[config.mk]
export PLATFORM = sky130hd
export DESIGN_NAME = pipelined_adder
export DESIGN_NICKNAME = d
export VERILOG_FILES = /design/src/rtl/pipelined_adder.sv
export SDC_FILE = /design/constraint.sdc
export NUM_CORES = 1
export LEC_CHECK = 0
export BUFFER_PORTS_ARGS = -buffer_cell sky130_fd_sc_hd__buf_4
export CAP_MARGIN = 0
export CORE_MARGIN = 2
export CORE_UTILIZATION = 50
export CTS_BUF_LIST = sky130_fd_sc_hd__clkbuf_2
export CTS_CLUSTER_DIAMETER = 120
export DETAILED_ROUTE_END_ITERATION = 12
export PLACE_DENSITY = 0.75
export REMOVE_ABC_BUFFERS = 1
export SETUP_SLACK_MARGIN = 0.02
export SLEW_MARGIN = 10
export SYNTH_ARGS = -nofsm -noshare
export SYNTH_HDL_FRONTEND = slang
export SYNTH_SLANG_ARGS = --single-unit
[constraint.sdc]
create_clock -name clk -period 1.7 [get_ports clk]
set_input_delay 0.34 -clock clk [delete_from_list [all_inputs] [get_ports clk]]
set_output_delay 0.34 -clock clk [all_outputs]
set_load 0.01 [all_outputs]
[src/rtl/pipelined_adder.sv]
// Pipelined ripple-carry adder/subtractor: one SEG-bit slice per stage, carry registered
// between stages, whole pipe frozen by a single stall derived from the output handshake.
module pipelined_adder #(
  parameter int WIDTH = 16,
  parameter int SEG   = 4
) (
  input  logic             clk,
  input  logic             rst_n,
  input  logic             in_valid,
  output logic             in_ready,
  input  logic [WIDTH-1:0] a,
  input  logic [WIDTH-1:0] b,
  input  logic             cin,
  input  logic             sub,
  output logic             out_valid,
  input  logic             out_ready,
  output logic [WIDTH-1:0] sum,
  output logic             cout,
  output logic             ovf
);
  localparam int STAGES = WIDTH / SEG;

  logic             stall;
  logic [WIDTH-1:0] b_eff;
  logic             c_eff;

  // Subtract as A + ~B + 1; cin has no effect in that mode.
  assign b_eff    = sub ? ~b : b;
  assign c_eff    = sub ? 1'b1 : cin;
  assign stall    = out_valid & ~out_ready;
  assign in_ready = ~stall;

  genvar gi;
  generate
    for (gi = 0; gi < STAGES; gi++) begin : stg
      // REM: operand bits still unconsumed on entry; DONE: result bits known on exit.
      localparam int REM  = WIDTH - gi * SEG;
      localparam int DONE = (gi + 1) * SEG;

      logic [REM-1:0]  a_in;
      logic [REM-1:0]  b_in;
      logic            c_in;
      logic            v_in;
      logic [DONE-1:0] sum_next;
      logic [SEG-1:0]  seg_sum;
      logic            seg_cout;
      logic            valid_reg;
      logic            carry_reg;
      logic [DONE-1:0] sum_reg;

      if (gi == 0) begin : g_src
        assign a_in     = a;
        assign b_in     = b_eff;
        assign c_in     = c_eff;
        assign v_in     = in_valid;
        assign sum_next = seg_sum;
      end else begin : g_src
        assign a_in     = stg[gi-1].g_fwd.a_rem_reg;
        assign b_in     = stg[gi-1].g_fwd.b_rem_reg;
        assign c_in     = stg[gi-1].carry_reg;
        assign v_in     = stg[gi-1].valid_reg;
        assign sum_next = {seg_sum, stg[gi-1].sum_reg};
      end

      assign {seg_cout, seg_sum} = {1'b0, a_in[SEG-1:0]} + {1'b0, b_in[SEG-1:0]}
                                 + {{SEG{1'b0}}, c_in};

      // Bubbles advance like beats; only a stall freezes the slot.
      always_ff @(posedge clk or negedge rst_n) begin
        if (!rst_n) begin
          valid_reg <= 1'b0;
          carry_reg <= 1'b0;
          sum_reg   <= '0;
        end else if (!stall) begin
          valid_reg <= v_in;
          carry_reg <= seg_cout;
          sum_reg   <= sum_next;
        end
      end

      if (gi < STAGES - 1) begin : g_fwd
        logic [REM-SEG-1:0] a_rem_reg;
        logic [REM-SEG-1:0] b_rem_reg;

        always_ff @(posedge clk or negedge rst_n) begin
          if (!rst_n) begin
            a_rem_reg <= '0;
            b_rem_reg <= '0;
          end else if (!stall) begin
            a_rem_reg <= a_in[REM-1:SEG];
            b_rem_reg <= b_in[REM-1:SEG];
          end
        end
      end else begin : g_last
        logic msb_cin;
        logic ovf_reg;

        // Carry into the MSB falls out of the MSB sum bit and its two operand bits.
        assign msb_cin = seg_sum[SEG-1] ^ a_in[SEG-1] ^ b_in[SEG-1];

        always_ff @(posedge clk or negedge rst_n) begin
          if (!rst_n) begin
            ovf_reg <= 1'b0;
          end else if (!stall) begin
            ovf_reg <= seg_cout ^ msb_cin;
          end
        end
      end
    end
  endgenerate

  assign out_valid = stg[STAGES-1].valid_reg;
  assign sum       = stg[STAGES-1].sum_reg;
  assign cout      = stg[STAGES-1].carry_reg;
  assign ovf       = stg[STAGES-1].g_last.ovf_reg;

endmodule

Word-level counts from Yosys, hierarchy flattened
Index checks and enable logic that the tools add are counted.
{"block": "op_classes", "add_sub_neg": 8, "mux": 2, "bitwise_logic": 7}
{"operator": "$add A4 B4 Y5", "count": 4}
{"operator": "$add A5 B1 Y5", "count": 4}
{"operator": "$mux W16", "count": 1}
{"operator": "$not A16 Y16", "count": 1}
{"operator": "$xor A1 B1 Y1", "count": 3}
{"operator": "$not A1 Y1", "count": 2}
{"operator": "$and A1 B1 Y1", "count": 1}
{"operator": "$mux W1", "count": 1}
{"block": "totals", "reg_bits": 97, "inputBits": 38, "output_inout_bits": 20}

Longest topological paths before layout
{"block": "logic_depth", "ltp_word": 5, "mapped_depth": 8}

Least setup slack after synthesis
Ideal clock, no wire load.
{"block": "synth_path", "path_kind": "input to register", "startpoint": "in sub", "endpoint": "reg stg[0].carry_reg", "path_slack_ns": -0.585, "n_path_buf": 2, "required_time_ns": 1.573, "setup_time_ns": 0.127, "arrival_time_ns": 2.158, "path_stages": 8, "cell_sequence": "buf_4 buf_6 or2_2 fa_1 fa_1 a21o_1 a211oi_1 a21oi_1"}
{"block": "synth_between", "elab_chain_cells": 3, "word_cells_on_any_way": 4, "classes_between": "add/sub (2); mux (2)"}
{"element": "start: declaration", "line": "14", "text": "input logic sub,"}
{"element": "$mux W16", "line": "28", "text": "assign b_eff = sub ? ~b : b;"}
{"element": "$add A4 B4 Y5", "line": "65", "text": "assign {seg_cout, seg_sum} = {1'b0, a_in[SEG-1:0]} + {1'b0, b_in[SEG-1:0]}"}
{"element": "$add A5 B1 Y5 (*)", "line": "66", "text": "+ {{SEG{1'b0}}, c_in};"}
{"element": "end signal: assignment", "line": "76", "text": "carry_reg <= seg_cout;"}
{"element": "end: declaration", "line": "48", "text": "logic carry_reg;"}
Every way passes the cells marked *; elsewhere a longest branch is shown, timed or not.
A chain may end at the register's enable or synchronous reset.

Worst setup path in the final report
{"block": "layout_path", "startpoint": "reg stg[2].carry_reg", "endpoint": "reg stg[3].g_last.ovf_reg (netlist: ovf)"}
{"block": "layout_between", "elab_chain_cells": 4}
{"element": "start: declaration", "line": "48"}
{"element": "start signal: assignment", "line": "76"}
{"element": "$add A5 B1 Y5 (*)", "line": "66"}
{"element": "$xor A1 B1 Y1 (2 in series)", "line": "99", "text": "assign msb_cin = seg_sum[SEG-1] ^ a_in[SEG-1] ^ b_in[SEG-1];"}
{"element": "$xor A1 B1 Y1 (*)", "line": "105", "text": "ovf_reg <= seg_cout ^ msb_cin;"}
{"element": "end signal: assignment", "line": "105"}
{"element": "end: declaration", "line": "96", "text": "logic ovf_reg;"}
Marked as above.

==> reports/metrics.csv <==
metric;value;unit
CTS tree;built;
WL/cell;12.25;um
Post-synth top cells;nand2_1 (218), dfrtp_1 (97), o21ai_0 (24), buf_2 (20), xnor2_1 (16);
vias per cell;4.874;
Post-route DRC;0;
slew margin rel.;0.7572;
DRT Pass-1 Iters;4;
final wirelength;7900;um
Congestion Overflow GR;0;
worst slew pin tran;364.2;ps
Synth area leaders;dfrtp_1 (57%), nand2_1 (19%), fa_1 (3.7%), ha_1 (3.5%), xnor2_1 (3.3%);
Power Density;1690;nW/um2
Worst Hold Depth;3;
Tmin final;1757;ps
initial antenna violation count;0;
Placed Area;4873;um2
sequential fraction of the synthesis area;0.5676;
Worst Skew;21.70;ps
Post-synth top flop;dfrtp_1;
fmax;0.5690;GHz
Area growth, synth to finish;23.05;%
dpl hpwl;5237;um
Clock Tree Root;clkbuf_2;
cell taking the most area after synthesis;dfrtp_1;
worst hold path class;input port to flop;
failing checks;setup timing;
final cycle utilization of the critical path;1.034;
CP Max Fanout;2;
IR drop worst, VDD;0.7622;mV
Post-Syn Area;4277;um2
RePlAce Congestion;0.7650;
Starting Density;0.5179;
Worst R2R Path Depth;8;
flops & latches, synth;97;
status;finished with violations;
Setup violations, final;1;
global-route total usage across every layer;0.1872;
most frequent cell after synthesis;nand2_1;
die area;9309;um2
chip height;96.49;um
CTS sink count;97;
first-pass GRT wire length;13340;um
cells after synthesis;455;
Ports;58;
nets@finish;593;
Cell Rows;33;
Crit. End Element;flop;
FFs w/ async S/R, synth;1.000;
RSZ-0062 raised after global routing;yes;
Arrival @ worst endpoint;2210;ps
IO Port Bufs;57;
number of synthesized flops with an enable pin;0;
max_cap viols;0;
leak pwr;2.731;nW
Multi-input gate area;1742;um2
fillcell total;707;
Hold Worst Slack;54.93;ps
final hold vios;0;
Num CTS Buffers;9;
Final Cell Area;5263;um2
Crit Path Class;flop to flop;
Netlist cell types;23;
fin util;0.6373;
Syn Area/Cell;9.399;um2
Slew Limit Fails;0;
Final ANT Viol Nets;0;
clock latency on the worst-skew pair;530;ps
diodes inserted;0;
layout cells sized above 1;0.2074;
largest net degree at the start of global routing;93;
WP data required;2150;ps
Synth top area share;0.5676;
final worst slack;-57.43;ps
Core Box Area;8258;um2
vias;3144;
yosys warns;0;
vias in the first global route;3061;
FF/Latch Area;2427;um2
CP startpoint kind;flop;
Reg clk slew, reported paths;250;ps
H-tree levels;3;
Initial DRC Count;190;
clk buf depth;2;
Die X-Extent;96.49;um
## final timing paths
kind | slack [ps] | from | end
setup / recovery | -60 | stg[2].carry_reg | ovf
hold / removal | 50 | b[9] | stg[0].g_fwd.b_rem_reg[5]
setup reg to reg | -60 | stg[2].carry_reg | ovf
hold reg to reg | 490 | stg[2].valid_reg | out_valid
max in group asynchronous | 980 | rst_n | stg[0].g_fwd.b_rem_reg[9]
min in group asynchronous | 190 | rst_n | sum[5]
## repair_timing
item                       4_1_cts  5_1_grt
setup endpoints to repair        5        5
hold buffers                    14        0
hold endpoints to repair       110        0
pin swaps                        4        6
gates resized for setup         13        9
buffers inserted                 1        6
## worst max-delay path, cell delays in order, from the launching register on
cell	delay, ps
dfrtp_1	440
fa_2	230
inv_2	40
fa_2	330
nand2b_4	160
a21oi_4	150
xnor2_2	130
xnor2_1	130
o21ai_1	70
## cells in the final DEF (no fill, tap or decap), types with 3 or more instances in the layout
cell and count:
fa_2 6, a21o_1 6, clkbuf_2 10, nor2_1 9, o21ai_1 3, ha_1 12
o21ai_0 22, buf_4 72, nand2_1 218, inv_1 7, xor2_1 10, xnor2_1 14
buf_12 4, dlygate4sd3_1 14, a21oi_1 10, dfrtp_1 97, inv_2 3
## routing by layer
layer | global-route usage | part of all wire | wire [um]
met1 | 0.2281 | 0.43 | 3382
met2 | 0.3287 | 0.53 | 4154
met3 | 0.02793 | 0.026 | 204
met4 | 0.08568 | 0.020 | 159
met5 | 0 | 0 | 0
## through the flow
step	setup TNS [ps]	std cells	worst slack, ps	total power, W
after floorplan	-239980	432	-2993	0.006155
after global placement	-1284	608	-430.7	0.007183
after detailed placement	-1697	608	-504.5	0.007393
after CTS	-132.4	639	-70.18	0.008759
after global routing	-276.7	645	-139.6	0.009710
final	-57.43	645	-57.43	0.008896
## kinds of logic (layout without fill, tap and decap cells)
kind of cell / count (synthesis) / count (layout) / share of synthesized area
AOI/OAI and AO/OA: 45 / 45 / 0.05851
xor gates and xnor gates: 26 / 26 / 0.05325
DFF: 97 / 97 / 0.5676
muxes: 1 / 1 / 0.002633
buffers and inverters: 34 / 119 / 0.03833
adders and majority gates: 20 / 20 / 0.07256
and+or+nand+nor: 232 / 232 / 0.2071
## where the power goes
| group | total, W | switching, W | internal (W) |
|---|---|---|---|
| combinational | 0.00380 | 0.00197 | 0.00183 |
| sequential | 0.00389 | 0.000569 | 0.00332 |
| clock | 0.00121 | 0.000724 | 0.000482 |
| total | 0.00890 | 0.00326 | 0.00564 |
## final cells by class
class / instances / area share
clock inverters: 6 / 0.01569
multi-input cells: 324 / 0.3310
repair buffers: 92 / 0.1488
clock buffers: 10 / 0.009510
inverters: 11 / 0.008797
flip-flops and latches: 97 / 0.4612
well taps: 105 / 0.02496
No activity file was read; power rests on OpenSTA's default activity.
